$ cat src/rtl/lane_fifo_valid_pkg.sv
// lane_pkg: shared lane widths, FIFO defaults and the lane data type
package lane_pkg;
  localparam int LANE_W = 4;
  localparam int FIFO_DEPTH = 8;
  localparam int AF_THR_DEF = 6;
  localparam int AE_THR_DEF = 2;
  typedef logic [LANE_W-1:0] lane_data_t;
  function automatic bit is_pow2(int v);
    return v > 0 && (v & (v - 1)) == 0;
  endfunction
endpackage

$ cat src/rtl/lane_fifo_valid_if.sv
// lane_fifo_valid_if: push/pop handshake, read data and status flags of one lane FIFO
interface lane_fifo_valid_if #(parameter int DATA_W = lane_pkg::LANE_W);
  logic push;
  logic pop;
  logic [DATA_W-1:0] data_in;
  logic [DATA_W-1:0] data_out;
  logic valid_out;
  logic full;
  logic empty;
  logic almost_full;
  logic almost_empty;
  logic err_overflow;
  logic err_underflow;
  modport master (
    output push, pop, data_in,
    input data_out, valid_out, full, empty, almost_full, almost_empty, err_overflow, err_underflow
  );
  modport slave (
    input push, pop, data_in,
    output data_out, valid_out, full, empty, almost_full, almost_empty, err_overflow, err_underflow
  );
endinterface

$ cat src/rtl/lane_fifo_valid_fifo_mem_dp.sv
// fifo_mem_dp: DEPTH x DATA_W register array, synchronous write, asynchronous read
module fifo_mem_dp #(
  parameter int DATA_W = 4,
  parameter int DEPTH = 8,
  localparam int AW = $clog2(DEPTH)
) (
  input  logic              clk,
  input  logic              we,
  input  logic [AW-1:0]     waddr,
  input  logic [DATA_W-1:0] wdata,
  input  logic [AW-1:0]     raddr,
  output logic [DATA_W-1:0] rdata
);
  logic [DATA_W-1:0] mem [DEPTH];
  always_ff @(posedge clk) begin
    if (we) mem[waddr] <= wdata;
  end
  assign rdata = mem[raddr];
endmodule

$ cat src/rtl/lane_fifo_valid.sv
// lane_fifo_valid: per-lane FIFO with registered, zero-when-invalid output and flow-control flags
module lane_fifo_valid
  import lane_pkg::*;
#(
  parameter int DATA_W = LANE_W,
  parameter int DEPTH = FIFO_DEPTH,
  parameter int AF_THR = AF_THR_DEF,
  parameter int AE_THR = AE_THR_DEF
) (
  input logic clk,
  input logic reset,
  lane_fifo_valid_if.slave io
);
  localparam int PW = $clog2(DEPTH);
  localparam int CW = $clog2(DEPTH + 1);
  if (!(is_pow2(DEPTH) && DEPTH >= 4 && AE_THR < AF_THR && AF_THR >= 1 && AF_THR <= DEPTH && AE_THR >= 0)) begin : g_bad_params
    $error("lane_fifo_valid: illegal DEPTH/AF_THR/AE_THR");
  end
  logic [PW-1:0] wr_ptr_q, wr_ptr_d, rd_ptr_q, rd_ptr_d;
  logic [CW-1:0] count_q, count_d;
  logic [DATA_W-1:0] data_out_q, data_out_d, rd_data;
  logic valid_q, valid_d, ovf_q, ovf_d, unf_q, unf_d;
  logic pop_ok, push_ok;
  fifo_mem_dp #(.DATA_W(DATA_W), .DEPTH(DEPTH)) u_mem (
    .clk   (clk),
    .we    (push_ok),
    .waddr (wr_ptr_q),
    .wdata (io.data_in),
    .raddr (rd_ptr_q),
    .rdata (rd_data)
  );
  assign io.empty = count_q == '0;
  assign io.full = count_q == CW'(DEPTH);
  assign io.almost_full = count_q >= CW'(AF_THR);
  assign io.almost_empty = count_q <= CW'(AE_THR);
  assign io.data_out = data_out_q;
  assign io.valid_out = valid_q;
  assign io.err_overflow = ovf_q;
  assign io.err_underflow = unf_q;
  // a pop on an empty FIFO never falls through to a same-cycle push
  assign pop_ok = io.pop & ~io.empty;
  assign push_ok = io.push & (~io.full | pop_ok);
  always_comb begin
    wr_ptr_d = push_ok ? wr_ptr_q + PW'(1) : wr_ptr_q;
    rd_ptr_d = pop_ok ? rd_ptr_q + PW'(1) : rd_ptr_q;
    count_d = count_q + CW'(push_ok) - CW'(pop_ok);
    valid_d = pop_ok;
    data_out_d = pop_ok ? rd_data : '0;
    ovf_d = ovf_q | (io.push & ~push_ok);
    unf_d = unf_q | (io.pop & ~pop_ok);
  end
  always_ff @(posedge clk) begin
    if (reset) begin
      wr_ptr_q <= '0;
      rd_ptr_q <= '0;
      count_q <= '0;
      data_out_q <= '0;
      valid_q <= 1'b0;
      ovf_q <= 1'b0;
      unf_q <= 1'b0;
    end else begin
      wr_ptr_q <= wr_ptr_d;
      rd_ptr_q <= rd_ptr_d;
      count_q <= count_d;
      data_out_q <= data_out_d;
      valid_q <= valid_d;
      ovf_q <= ovf_d;
      unf_q <= unf_d;
    end
  end
endmodule
$ cat src/flat_wrapper.sv
// flat-port wrapper written by rule: the top's interface ports become plain ports
module lane_fifo_valid_flat import lane_pkg::*;
#(
  parameter int DATA_W = LANE_W,
  parameter int DEPTH = FIFO_DEPTH,
  parameter int AF_THR = AF_THR_DEF,
  parameter int AE_THR = AE_THR_DEF
)
  (clk, reset, io_push, io_pop, io_data_in, io_data_out, io_valid_out, io_full, io_empty, io_almost_full, io_almost_empty, io_err_overflow, io_err_underflow);
  lane_fifo_valid_if #(.DATA_W(DATA_W)) io_i ();
  input logic clk;
  input logic reset;
  input wire logic [$bits(io_i.push)-1:0] io_push;
  input wire logic [$bits(io_i.pop)-1:0] io_pop;
  input wire logic [$bits(io_i.data_in)-1:0] io_data_in;
  output wire logic [$bits(io_i.data_out)-1:0] io_data_out;
  output wire logic [$bits(io_i.valid_out)-1:0] io_valid_out;
  output wire logic [$bits(io_i.full)-1:0] io_full;
  output wire logic [$bits(io_i.empty)-1:0] io_empty;
  output wire logic [$bits(io_i.almost_full)-1:0] io_almost_full;
  output wire logic [$bits(io_i.almost_empty)-1:0] io_almost_empty;
  output wire logic [$bits(io_i.err_overflow)-1:0] io_err_overflow;
  output wire logic [$bits(io_i.err_underflow)-1:0] io_err_underflow;
  assign io_i.push = io_push;
  assign io_i.pop = io_pop;
  assign io_i.data_in = io_data_in;
  assign io_data_out = io_i.data_out;
  assign io_valid_out = io_i.valid_out;
  assign io_full = io_i.full;
  assign io_empty = io_i.empty;
  assign io_almost_full = io_i.almost_full;
  assign io_almost_empty = io_i.almost_empty;
  assign io_err_overflow = io_i.err_overflow;
  assign io_err_underflow = io_i.err_underflow;
  lane_fifo_valid #(.DATA_W(DATA_W), .DEPTH(DEPTH), .AF_THR(AF_THR), .AE_THR(AE_THR)) u_core (.clk(clk), .reset(reset), .io(io_i));
endmodule
$ cat config.mk
export PLATFORM = sky130hd
export DESIGN_NAME = lane_fifo_valid_flat
export DESIGN_NICKNAME = d
export VERILOG_FILES = /design/src/rtl/lane_fifo_valid_pkg.sv /design/src/rtl/lane_fifo_valid_if.sv /design/src/rtl/lane_fifo_valid_fifo_mem_dp.sv /design/src/rtl/lane_fifo_valid.sv /design/src/flat_wrapper.sv
export SDC_FILE = /design/constraint.sdc
export NUM_CORES = 1
export LEC_CHECK = 0
export ABC_AREA = 1
export CORE_MARGIN = 2
export CORE_UTILIZATION = 56
export DETAILED_ROUTE_END_ITERATION = 6
export DONT_BUFFER_PORTS = 1
export GPL_TIMING_DRIVEN = 0
export PLACE_DENSITY = 0.84
export SLEW_MARGIN = 20
export SYNTH_ARGS = -nofsm -noshare
export SYNTH_HDL_FRONTEND = slang
export SYNTH_HIERARCHICAL = 1
export SYNTH_SLANG_ARGS = --single-unit
$ cat constraint.sdc
create_clock -name clk -period 2.1 [get_ports clk]
set_clock_uncertainty 0.05 [all_clocks]
set_input_delay 0.315 -clock clk [delete_from_list [all_inputs] [get_ports clk]]
set_output_delay 0.315 -clock clk [all_outputs]
set_load 0.01 [all_outputs]
After elaboration in Yosys (flattened, before gate mapping)
Memories as Yosys holds them, arrays and structs flattened. A register that Yosys moved wholly into a read port is not among the register bits.
Cells that the tools add are included.

cells by class
  divide/modulo/power cells = 0
  shift-type cells = 0
  add/subtract/negate cells = 4
  multiply operators = 0
  muxes and demuxes = 2
  magnitude comparators = 2
  reductions and logical operators = 2
  equality and inequality tests = 1
  bitwise operators = 11

operator list
  cell                                                                                  number
  3-bit by 1-bit adder with 3-bit output (second input constant)                        2
  4-bit by 1-bit adder with 4-bit output                                                1
  1-bit bitwise AND                                                                     4
  4-bit equality test (second input constant)                                           1
  4-bit by 3-bit greater-or-equal comparator with 1-bit output (second input constant)  1
  4-bit by 2-bit less-or-equal comparator with 1-bit output (second input constant)     1
  4-bit zero test                                                                       1
  1-bit inverter                                                                        4
  4-bit by 1-bit subtractor with 4-bit output                                           1
  1-bit bitwise OR                                                                      3
  1-bit 2-to-1 mux                                                                      2
  2-bit OR reduction                                                                    1

word-level totals
  register bits = 13
  memories kept = 1
  memory bits (read-only) = 0
  latch bits = 0
  word-level logic and storage cells = 29
  memory bits (writable) = 32
  output and inout port bits = 11

memory list
  memory            depth  width  read ports  clocked after Yosys merged registers in  wr ports  line                               source
  u_core.u_mem.mem  8      4      1           1                                        1         lane_fifo_valid_fifo_mem_dp.sv:14  logic [DATA_W-1:0] mem [DEPTH];

Depth between registers and ports, before layout
  depth after elaboration = 8
  gate-level depth with buffers = 14

Hierarchy
The synthesis kept the hierarchy.

modules (own cells, without submodules)
  module           area an instance (um^2)  times used  cells each  sequential area each (um^2)
  fifo_mem_dp      1487.7                   1           156         960.9
  lane_fifo_valid  855.8                    1           105         340.3

Least setup slack after synthesis
No wires, ideal clock.

  path kind = register to register
  start point = reg u_core.count_q[2]
  end point = reg u_core.count_q[2]
  stages on the path, launching flop included = 13
  arrival time = 1825 ps
  clock period less this slack = 1994 ps
  setup slack = 106 ps
  path through = dfxtp_1 inv_1 ha_1 nand2_4 nand2_8 a21boi_2 nand2_1 nand2_1 ha_1 inv_1 fa_1 o21ai_0 a21oi_1

between the ends
  word-level cells in the longest chain between the ends = 7
  elaborated cells between the ends (all ways) = 9

ends and longest elaborated chain
  what                                             line                   source
  start, declared                                  lane_fifo_valid.sv:20  logic [CW-1:0] count_q, count_d;
  start signal, assigned                           lane_fifo_valid.sv:64  count_q <= count_d;
  4-bit zero test                                  lane_fifo_valid.sv:32  assign io.empty = count_q == '0;
  1-bit inverter                                   lane_fifo_valid.sv:41  assign pop_ok = io.pop & ~io.empty;
  1-bit bitwise AND                                lane_fifo_valid.sv:41
  1-bit bitwise OR (*)                             lane_fifo_valid.sv:42  assign push_ok = io.push & (~io.full | pop_ok);
  1-bit bitwise AND (*)                            lane_fifo_valid.sv:42
  net u_core.push_ok                               lane_fifo_valid.sv:23  logic pop_ok, push_ok;
  4-bit by 1-bit adder with 4-bit output (*)       lane_fifo_valid.sv:46  count_d = count_q + CW'(push_ok) - CW'(pop_ok);
  4-bit by 1-bit subtractor with 4-bit output (*)  lane_fifo_valid.sv:46

The timed path passes the listed nets; every way through them passes the cells marked *.
A chain may end at the register's enable or synchronous reset.

Worst setup path after layout
  start point = reg u_core.count_q[2]
  end point = reg u_core.count_q[1]

between the ends
  elaborated cells between the ends (all ways) = 9

RTL lines
  what                                         line                   source
  4-bit equality test                          lane_fifo_valid.sv:33  assign io.full = count_q == CW'(DEPTH);
  net io_full                                  flat_wrapper.sv:18     output wire logic [$bits(io_i.full)-1:0] io_full;
  1-bit inverter                               lane_fifo_valid.sv:42
  1-bit bitwise OR                             lane_fifo_valid.sv:42
  1-bit bitwise AND                            lane_fifo_valid.sv:42
  net u_core.push_ok                           lane_fifo_valid.sv:23
  4-bit by 1-bit adder with 4-bit output       lane_fifo_valid.sv:46
  4-bit by 1-bit subtractor with 4-bit output  lane_fifo_valid.sv:46

The timed path passes the listed nets, and every way through them passes these cells.

==> metrics <==
Final #Nets 289; Flop pwr share 0.433; global route total overflow 0; Post-Place Cell Area 0.00241 mm2; post-synthesis cell count 261; Least-Margin Pin Slew 0.461 ns; Via Count 1612; Worst slew margin 0.692; fin crit share 1.00; status complete, but fails checks; Clock Sink Count 49; Setup crit start kind flip-flop; fin util 0.648; Num CTS Buffers 5; Setup violations, final 1; Seq/Total Area, Yosys 0.555; first-pass GRT wire length 6740 um; setup_tns -0.00631 ns; DRC violation total after the first TritonRoute iteration 79; min Tclk post-route 2.11 ns; Req. time, crit path 2.27 ns; Die Height 68.7 um; Hold WC Path Type in -> reg; initial antenna violation count 0; CTS tree done; Syn Nets 279; Psw 0.00112 W; die width 68.7 um; Max clock buf depth 2; commonest cells after routing, fill and taps aside nand2_1 (70), inv_1 (53), edfxtp_1 (32); Pint 0.00183 W; setup ws final -0.00631 ns; Reg clk slew, reported paths 0.08 ns; critical path capture point type flip-flop; RSZ-0062 raised after global routing yes; combinational power share 0.392; vias in the first global route 1501; post-synth cell types 22; crit path DAT 2.28 ns; largest net degree at the start of global routing 15; commonest non-fill, non-tap cell in the layout nand2_1; Max Fclk 0.475 GHz; Total GRT Usage 0.200; sw frac 0.379; die area 0.00472 mm2; antenna viol nets, final 0; Synth Area per Inst 8.98 um2; DP HPWL 2850 um; Synth Cell Area 0.00234 mm2; H-tree Lvls 2; Leakage 1.19 nW; ratio of cells with drive above 1 in the final layout 0.176; DR pass1 iterations 4; pwr dens 1140 mW/mm2; Final Slew Violations 0; r2r setup slk -0.006 ns; FILL cells 298; initial core utilization 0.586; worst vdd ir 0.720 mV; Routed WL per cell 13.1 um; diode count 0; synth-to-layout area growth 10.6%; final wirelength 4210 um; DRC 0; Fin Hold WS 0.0310 ns; Reg area 0.00131 mm2; clk root buf clkbuf_8; Max-Cap Viols 0; area of the multi-input gates 852 um2; Power, Total 0.00295 W; failing checks negative setup slack; Hold Violations, Final 0; core area 0.00400 mm2; Via density 5.01; Clock power frac 0.175; #FFs+latches synth 49; Setup CP Type reg -> reg; fin area 0.00259 mm2; GP Congestion 0.808; clock latency on the worst-skew pair 0.29 ns; I/O pins 19; total number of yosys warnings 6; critical path peak fanout 4; count of input and output buffers 0; row cnt 23
==> power by group through the flow <==
stage	Combinational, W	Sequential (W)	Clock [W]
final	0.00116	0.00128	0.000514
after global routing	0.00132	0.00130	0.000558
after CTS	0.00104	0.00126	0.000522
after detailed placement	0.000971	0.00128	0
after global placement	0.000927	0.00128	0
after floorplan	0.000795	0.00126	0
==> cells in the mapped netlist <==
master	number	area, um2
nand2_4	2	22.5
a21boi_2	1	11.3
inv_1	56	210
buf_2	1	5.00
inv_4	1	6.26
buf_6	3	33.8
inv_2	1	3.75
nand2_1	70	263
edfxtp_1	32	961
clkbuf_2	1	5.00
a21oi_1	10	50.1
nand3_1	23	115
nor2_1	19	71.3
ha_1	9	113
nand2_2	6	37.5
o21ai_0	3	15.0
nor2_2	2	12.5
xor2_1	1	8.76
nand2_8	1	20.0
nor3b_4	1	18.8
fa_1	1	20.0
dfxtp_1	17	340
==> critical path, stage by stage (launching register included) <==
cell and delay [ns]:
dfxtp_2 0.35, inv_4 0.08, ha_4 0.11, nor3b_4 0.42, a21boi_4 0.11, nand2_1 0.08, nand2_1 0.06, ha_2 0.19
inv_2 0.06, fa_2 0.43, nor2_1 0.11
==> final cells by class <==
| class | instances | area share |
|---|---|---|
| Sequential cell | 49 | 0.504 |
| Multi-Input combinational cell | 149 | 0.329 |
| Inverter | 58 | 0.0859 |
| Clock buffer | 6 | 0.0280 |
| Tap cell | 50 | 0.0241 |
| Buffer | 5 | 0.0169 |
| Timing Repair Buffer | 3 | 0.00869 |
| Clock inverter | 2 | 0.00386 |
==> flip-flops by register name, indices dropped and copies added, names as in the netlist <==
signal,cells
u_core/io.err_overflow,1
u_core/io.data_out,4
u_core/u_mem/mem,32
u_core/count_q,4
u_core/io.valid_out,1
u_core/rd_ptr_q,3
u_core/io.err_underflow,1
u_core/wr_ptr_q,3
==> path summary, 6_finish.rpt <==
kind | depth (start not counted) | startpoint | to
worst max register to register | 10 | u_core/count_q[2] | u_core/count_q[1]
worst min-delay path | 1 | reset | u_core/io.err_underflow
worst min register to register | 2 | u_core/io.err_underflow | u_core/io.err_underflow
worst max-delay path | 10 | u_core/count_q[2] | u_core/count_q[1]
==> routing by layer <==
layer	vias to the layer above	global-route usage	routed length (um)
met3	8	0.0503	187
met5	-	0	0
met1	743	0.233	1670
met2	39	0.358	2290
met4	0	0.0686	68
li1	822	-	-
==> kinds of logic after synthesis <==
| group | share of synthesized area |
|---|---|
| simple gates | 0.239 |
| buf+inv | 0.113 |
| compound gates | 0.0326 |
| flops | 0.555 |
| fa+ha+maj | 0.0566 |
| xor+xnor | 0.00374 |
==> through the flow <==
stage / cells / setup WS (ns)
3_3_place_gp: 311 / -0.0288
2_1_floorplan: 261 / 0.106
6_report: 322 / -0.00631
5_1_grt: 322 / -0.146
3_5_place_dp: 311 / -0.116
4_1_cts: 321 / 0.00188
==> timing repair <==
action / 4_1_cts / 5_1_grt
endpoints found under the hold margin: 0 / 0
pin swaps: 1 / 8
gates resized for setup: 7 / 18
endpoints found under the setup margin: 2 / 19
buffers inserted: 2 / 1
hold buffers: 0 / 0
No activity file was read; power rests on OpenSTA's default activity.
